## config.mk

```make
export PLATFORM = sky130hd
export DESIGN_NAME = iob_pwm_capture_flat
export DESIGN_NICKNAME = d
export VERILOG_FILES = /design/src/rtl/iob_pwm_capture_pkg.sv /design/src/rtl/iob_pwm_capture_if.sv /design/src/rtl/iob_pwm_capture_edge.sv /design/src/rtl/iob_pwm_capture.sv /design/src/flat_wrapper.sv
export SDC_FILE = /design/constraint.sdc
export NUM_CORES = 1
export LEC_CHECK = 0
export ABC_CLOCK_PERIOD_IN_PS = 2120
export CAP_MARGIN = 0
export CORE_MARGIN = 3
export CORE_UTILIZATION = 50
export CTS_CLUSTER_DIAMETER = 80
export DETAILED_ROUTE_END_ITERATION = 7
export HOLD_SLACK_MARGIN = 0.05
export PLACE_DENSITY = 0.76
export SYNTH_ARGS = -nofsm -noshare
export SYNTH_HDL_FRONTEND = slang
export SYNTH_SLANG_ARGS = --single-unit
```

## constraint.sdc

```tcl
create_clock -name clk -period 2.12 [get_ports clk]
set_input_delay 0.424 -clock clk [delete_from_list [all_inputs] [get_ports clk]]
set_output_delay 0.424 -clock clk [all_outputs]
set_load 0.005 [all_outputs]
```

## src/rtl/iob_pwm_capture_pkg.sv

```systemverilog
// Shared types and helpers for the PWM capture block.
//   state_t  : capture FSM encoding (IDLE, WAIT_RISE, MEASURE)
//   cnt_max(): all-ones saturation value for a counter of the given width
// Optional feature macro (used by the edge sub-module): IOB_PWM_CAPTURE_FILT_EN
package iob_pwm_capture_pkg;

  typedef enum logic [1:0] {
    IDLE      = 2'd0,
    WAIT_RISE = 2'd1,
    MEASURE   = 2'd2
  } state_t;

  function automatic logic [63:0] cnt_max(input int w);
    return (64'd1 << w) - 64'd1;
  endfunction

endpackage

```

## src/rtl/iob_pwm_capture_if.sv

```systemverilog
// Control/result bundle of the PWM capture block.
//   en           : capture enable
//   clear_ovf    : one-cycle pulse clearing ovf_o
//   pwm_input    : asynchronous PWM waveform
//   period_o     : last measured period (clk cycles)
//   high_o       : last measured high time (clk cycles)
//   meas_valid_o : one-cycle strobe, new period_o/high_o
//   ovf_o        : sticky counter-saturation flag
// master = register file / stimulus side, slave = capture block.
interface iob_pwm_capture_if #(
  parameter int CNT_W = 16
);
  logic             en;
  logic             clear_ovf;
  logic             pwm_input;
  logic [CNT_W-1:0] period_o;
  logic [CNT_W-1:0] high_o;
  logic             meas_valid_o;
  logic             ovf_o;

  modport master (
    output en, clear_ovf, pwm_input,
    input  period_o, high_o, meas_valid_o, ovf_o
  );

  modport slave (
    input  en, clear_ovf, pwm_input,
    output period_o, high_o, meas_valid_o, ovf_o
  );
endinterface

```

## src/rtl/iob_pwm_capture_edge.sv

```systemverilog
// Input conditioning for the PWM capture block: synchroniser, optional glitch
// filter and edge register.
//   clk, rst  : clock, asynchronous active-high reset
//   pwm_input : asynchronous waveform
//   level     : conditioned level
//   rise/fall : one-cycle edge indications, never both high
// Optional feature macro: IOB_PWM_CAPTURE_FILT_EN. When defined, the level only
// follows the synchronised input after it has held a new value for FILT_LEN
// consecutive cycles; otherwise FILT_LEN is unused by the datapath.
module iob_pwm_capture_edge #(
  parameter int SYNC_STAGES = 2,
  parameter int FILT_LEN    = 3
) (
  input  logic clk,
  input  logic rst,
  input  logic pwm_input,
  output logic level,
  output logic rise,
  output logic fall
);

  logic [SYNC_STAGES-1:0] sync_q;
  logic                   sync_lvl;
  logic                   level_d;

  // NOTE: every flop is written with <= so all stages sample the pre-edge
  // values; blocking assignments here would collapse the chain to one stage.
  always_ff @(posedge clk or posedge rst) begin
    if (rst) sync_q <= '0;
    else     sync_q <= {sync_q[SYNC_STAGES-2:0], pwm_input};
  end

  assign sync_lvl = sync_q[SYNC_STAGES-1];

`ifdef IOB_PWM_CAPTURE_FILT_EN
  localparam int FCW = $clog2(FILT_LEN + 1);

  logic [FCW-1:0] filt_cnt;
  logic           filt_q;

  // Counts consecutive cycles the input disagrees with the filtered level;
  // any agreement restarts the count, so short pulses never reach FILT_LEN.
  always_ff @(posedge clk or posedge rst) begin
    if (rst) begin
      filt_q   <= 1'b0;
      filt_cnt <= '0;
    end else if (sync_lvl == filt_q) begin
      filt_cnt <= '0;
    end else if (filt_cnt == FCW'(FILT_LEN - 1)) begin
      filt_q   <= sync_lvl;
      filt_cnt <= '0;
    end else begin
      filt_cnt <= filt_cnt + FCW'(1);
    end
  end

  assign level = filt_q;
`else
  assign level = sync_lvl;
`endif

  always_ff @(posedge clk or posedge rst) begin
    if (rst) level_d <= 1'b0;
    else     level_d <= level;
  end

  assign rise = level & ~level_d;
  assign fall = ~level & level_d;

  assert property (@(posedge clk) (SYNC_STAGES >= 2) && (FILT_LEN >= 1));

endmodule

```

## src/rtl/iob_pwm_capture.sv

```systemverilog
// PWM capture: measures clk cycles between consecutive rising edges (period)
// and from a rising edge to the following falling edge (high time).
//   clk, rst : clock, asynchronous active-high reset
//   bus      : iob_pwm_capture_if.slave (en, clear_ovf, pwm_input in;
//              period_o, high_o, meas_valid_o, ovf_o out)
// The first rise after enable only aligns the counter. Each later rise
// publishes the completed period with a one-cycle meas_valid_o strobe.
// A counter reaching CNT_MAX without a rise sets the sticky ovf_o and
// re-aligns on the next rise. Input latency is constant and cancels out.
// Optional feature macro: IOB_PWM_CAPTURE_FILT_EN (glitch filter, see edge).
module iob_pwm_capture
  import iob_pwm_capture_pkg::*;
#(
  parameter int CNT_W       = 16,
  parameter int SYNC_STAGES = 2,
  parameter int FILT_LEN    = 3
) (
  input logic               clk,
  input logic               rst,
  iob_pwm_capture_if.slave  bus
);

  localparam logic [CNT_W-1:0] CNT_MAX = CNT_W'(cnt_max(CNT_W));

  state_t           state;
  logic [CNT_W-1:0] cnt;
  logic [CNT_W-1:0] high_lat;
  logic             level;
  logic             rise;
  logic             fall;

  iob_pwm_capture_edge #(
    .SYNC_STAGES (SYNC_STAGES),
    .FILT_LEN    (FILT_LEN)
  ) u_edge (
    .clk       (clk),
    .rst       (rst),
    .pwm_input (bus.pwm_input),
    .level     (level),
    .rise      (rise),
    .fall      (fall)
  );

  always_ff @(posedge clk or posedge rst) begin
    if (rst) begin
      state            <= IDLE;
      cnt              <= '0;
      high_lat         <= '0;
      bus.period_o     <= '0;
      bus.high_o       <= '0;
      bus.meas_valid_o <= 1'b0;
      bus.ovf_o        <= 1'b0;
    end else begin
      // NOTE: later non-blocking assignments to the same flop win, so the
      // default-low strobe and the clear below are overridden further down
      // by a new strobe or a new saturation in the same cycle.
      bus.meas_valid_o <= 1'b0;
      if (bus.clear_ovf) bus.ovf_o <= 1'b0;

      if (!bus.en) begin
        state    <= IDLE;
        cnt      <= '0;
        high_lat <= '0;
      end else begin
        case (state)
          IDLE: state <= WAIT_RISE;

          WAIT_RISE: begin
            if (rise) begin
              cnt   <= CNT_W'(1);
              state <= MEASURE;
            end
          end

          MEASURE: begin
            if (rise) begin
              bus.period_o     <= cnt;
              bus.high_o       <= high_lat;
              bus.meas_valid_o <= 1'b1;
              cnt              <= CNT_W'(1);
            end else if (cnt == CNT_MAX) begin
              // Period too long to represent: flag it and re-align.
              bus.ovf_o <= 1'b1;
              cnt       <= '0;
              state     <= WAIT_RISE;
            end else begin
              cnt <= cnt + CNT_W'(1);
              if (fall) high_lat <= cnt;
            end
          end

          default: state <= IDLE;
        endcase
      end
    end
  end

  assert property (@(posedge clk) disable iff (rst) !(rise && fall));
  assert property (@(posedge clk) disable iff (rst) rise |-> level);
  assert property (@(posedge clk) disable iff (rst)
                   bus.meas_valid_o |=> !bus.meas_valid_o);

endmodule

```

## src/flat_wrapper.sv

```systemverilog
// flat-port wrapper written by rule: the top's interface ports become plain ports
module iob_pwm_capture_flat import iob_pwm_capture_pkg::*;
#(
  parameter int CNT_W       = 16,
  parameter int SYNC_STAGES = 2,
  parameter int FILT_LEN    = 3
)
  (clk, rst, bus_en, bus_clear_ovf, bus_pwm_input, bus_period_o, bus_high_o, bus_meas_valid_o, bus_ovf_o);
  iob_pwm_capture_if #(.CNT_W(CNT_W)) bus_i ();
  input logic clk;
  input logic rst;
  input wire logic [$bits(bus_i.en)-1:0] bus_en;
  input wire logic [$bits(bus_i.clear_ovf)-1:0] bus_clear_ovf;
  input wire logic [$bits(bus_i.pwm_input)-1:0] bus_pwm_input;
  output wire logic [$bits(bus_i.period_o)-1:0] bus_period_o;
  output wire logic [$bits(bus_i.high_o)-1:0] bus_high_o;
  output wire logic [$bits(bus_i.meas_valid_o)-1:0] bus_meas_valid_o;
  output wire logic [$bits(bus_i.ovf_o)-1:0] bus_ovf_o;
  assign bus_i.en = bus_en;
  assign bus_i.clear_ovf = bus_clear_ovf;
  assign bus_i.pwm_input = bus_pwm_input;
  assign bus_period_o = bus_i.period_o;
  assign bus_high_o = bus_i.high_o;
  assign bus_meas_valid_o = bus_i.meas_valid_o;
  assign bus_ovf_o = bus_i.ovf_o;
  iob_pwm_capture #(.CNT_W(CNT_W), .SYNC_STAGES(SYNC_STAGES), .FILT_LEN(FILT_LEN)) u_core (.clk(clk), .rst(rst), .bus(bus_i));
endmodule
```

==> impl_metrics.tcl <==
set metrics [dict create \
    status "finished clean" \
    route.layer.met1.wl_um 2943 \
    area_delta_synth_final_pct 22.09 \
    gp_congestion 0.9288 \
    cts-resized-gates 0 \
    grt_usage_pct 19.65 \
    routedWlPerCell_um 16.00 \
    placementRows 28 \
    wl_met3_um 329 \
    cts_root_buffer "clkbuf_8" \
    synth_warnings 0 \
    vias 2403 \
    grt_max_degree 26 \
    end_kind "register" \
    cp-start-kind "register" \
    cpPeakStageDelay_ns 0.68 \
    fin_skew_ns 0.006180 \
    die_h_um 85.65 \
    hold_buffers 0 \
    ir_drop_mv 0.2860 \
    final_nets 342 \
    antenna_left 0 \
    power_density_mw_per_mm2 601.0 \
    finalWirelength_um 6593 \
    crit_family "simple AND/OR/NAND/NOR gates" \
    path_cells "ha_1, nand4_1, or4_4, buf_4, a31oi_1, o22ai_1" \
    final_cells 412 \
    highest_layer "met4" \
    diodes 0 \
    cp.arrival_ns 2.15 \
    hp-class "reg2reg" \
    synth_edf_count 0 \
    synth.avg_cell_area_sq_um 10.98 \
    antenna_found_initial 0 \
    syn_area_sq_mm 0.003172 \
    drt_first_pass_iters 5 \
    drt-initial-drc-count 178 \
    vias_per_cell 5.833 \
    grt_overflow_total 0 \
    initial_core_util_pct 52.64 \
    cts_buffers 9 \
    path_clk_slew_ns 0.07 \
    clock_sinks 71 \
    drc 0 \
    hold_viol_final 0 \
    portBuffers 38 \
    slew_headroom_pct 63.70 \
    core-area_sq_mm 0.006026 \
    tritoncts "yes" \
    worst_slew_pin_slew_ns 0.5434 \
    die_x_um 85.65 \
    worstSkewPairLatency_ns 0.32 \
    syn_nets 295 \
    yosysUniqueCellTypes 41 \
    setup_viol 0 \
    cts_setup_buffers 0 \
    n_fill_cell 503 \
    path_max_fanout 17 \
    io_pins 39 \
    wl_met2_um 3213 \
    async_flop_share_pct 100.0 \
    crit_buf_inv 1 \
    leakagePower_uw 0.001697 \
    path_class "reg2reg" \
    ys_seq_area_share_pct 56.02 \
    cp_slowest_cell "or4_4" \
    place_hpwl_um 4720 \
    fmax_mhz 513.4 \
    die-area_sq_mm 0.007335 \
    tns_ns 0 \
    grt_setup_unrepaired "false" \
    ys.flop_type "dfrtp_1" \
    post-route-period-util_pct 91.87 \
    cp.required_ns 2.33 \
    fin_crit_ns 1.948 \
    grt_pass1_wl_um 11430 \
    postSynthCellCount 289 \
    dp_cells 400 \
    ys_ff_latch 71 \
    clk_path_buf_depth 2 \
    drive_gt1_share_pct 19.29 \
    slew_violations 0 \
    cts.htree.levels 3 \
    grt_pass1_vias 2336 \
    maxCapViolCount 0 \
]
## through the flow
stage / hold WS [ns] / utilization (%) / cell area [sq um] / power (uW) / setup WS [ns]
finish: 0.3546 / 64.27 / 3872 / 2327 / 0.1724
global route: 0.3695 / 64.27 / 3872 / 2431 / 0.02096
CTS: 0.3568 / 64.27 / 3872 / 2356 / 0.1743
detailed placement: 0.3413 / 61.94 / 3732 / 1518 / 0.09356
global placement: 0.3336 / 61.94 / 3732 / 1516 / 0.1339
floorplan: 0.3312 / - / 3176 / 1471 / 0.1928
## power by group
| part | switching [uW] | leakage (uW) | internal [uW] | total (uW) |
|---|---|---|---|---|
| sequential | 9.23 | 0.000982 | 1370 | 1380 |
| combinational | 64.9 | 0.000645 | 50.7 | 116 |
| clock | 439 | 0.0000699 | 397 | 836 |
## metal layers
metal | track usage [%] | vias to the layer above
met5 | 0 | -
met4 | 7.914 | 0
met3 | 2.882 | 8
met2 | 31.78 | 99
met1 | 26.77 | 1155
li1 | - | 1141
## cell type report
cell class	count	area [sq um]	share of cell area (%)
Clock inverter	2	12.51	0.3231
Tap cell	75	93.84	2.423
Clock buffer	10	127.6	3.296
Inverter	10	41.29	1.066
Timing Repair Buffer	61	565.5	14.60
Multi-Input combinational cell	183	1255	32.41
Sequential cell	71	1777	45.88
## sequential cells by signal (all words and copies together) (netlist names), 2 cells and up
name	cells
u_core.cnt	16
u_core.bus.high_o	16
u_core.state	2
u_core.high_lat	16
u_core.u_edge.sync_q	2
u_core.bus.period_o	16
## final timing paths
path                                              startpoint                           endpoint  slack [ns]  cells after the start
max                                u_core.cnt[1]$_DFFE_PP0P_          u_core.cnt[6]$_DFFE_PP0P_        0.17                      6
min                        u_core.u_edge.sync_q[0]$_DFF_PP0_  u_core.u_edge.sync_q[1]$_DFF_PP0_        0.35                      0
max reg2reg                        u_core.cnt[1]$_DFFE_PP0P_          u_core.cnt[6]$_DFFE_PP0P_        0.17                      6
min reg2reg                u_core.u_edge.sync_q[0]$_DFF_PP0_  u_core.u_edge.sync_q[1]$_DFF_PP0_        0.35                      0
max in group asynchronous                                rst  u_core.bus.high_o[14]$_DFFE_PP0N_        1.06                      3
min in group asynchronous                                rst    u_core.u_edge.level_d$_DFF_PP0_        0.50                      2
## synth_stat cells, drive strengths merged, types with 4 or more instances
cell type   n  area share (%)
dfrtp      71              56
mux2       26             9.2
nand3      26             4.1
o21ai      26             4.1
clkbuf     18             2.2
a21boi     17             4.0
nand2      14             1.7
inv        10             1.2
nand4       9             1.8
a21oi       7             1.1
a31oi       7             1.4
buf         7             1.3
and4        5             1.4
nor2        5            0.59
or4         5             1.3
a22o        4             1.1
o22ai       4            0.79
## cell usage in the layout (no fill, tap or decap), types with 2 or more instances in the layout
| cell | synthesis | final |
|---|---|---|
| dfrtp_1 | 71 | 71 |
| nor2b_1 | 3 | 3 |
| a31o_1 | 2 | 2 |
| a21boi_0 | 16 | 16 |
| and4_1 | 5 | 5 |
| clkbuf_8 | 0 | 9 |
| a22o_1 | 4 | 4 |
| nand2_1 | 14 | 14 |
| o21ai_0 | 26 | 26 |
| clkinvlp_4 | 0 | 2 |
| inv_1 | 10 | 9 |
| nand4_1 | 9 | 9 |
| o22ai_1 | 4 | 4 |
| or3_1 | 3 | 3 |
| mux2_2 | 26 | 26 |
| or4_1 | 4 | 4 |
| nand3_1 | 26 | 26 |
| a21oi_1 | 7 | 7 |
| nor2_1 | 5 | 5 |
| a31oi_1 | 7 | 7 |
| nand2b_1 | 3 | 3 |
| and3_1 | 2 | 2 |
| buf_4 | 0 | 22 |
| clkdlybuf4s50_1 | 0 | 38 |
## cells by family (layout without fill, tap and decap cells)
family | after synthesis | count (layout) | synth area share [%]
multiplexers | 27 | 27 | 9.546
buffers and inverters | 35 | 83 | 4.615
flip-flops | 71 | 71 | 56.02
AO/OA/AOI/OAI | 73 | 73 | 14.71
adder cells (fa/ha/maj) | 1 | 1 | 0.3944
AND/OR/NAND/NOR | 82 | 82 | 14.71
Power figures use the tool's default switching activity.
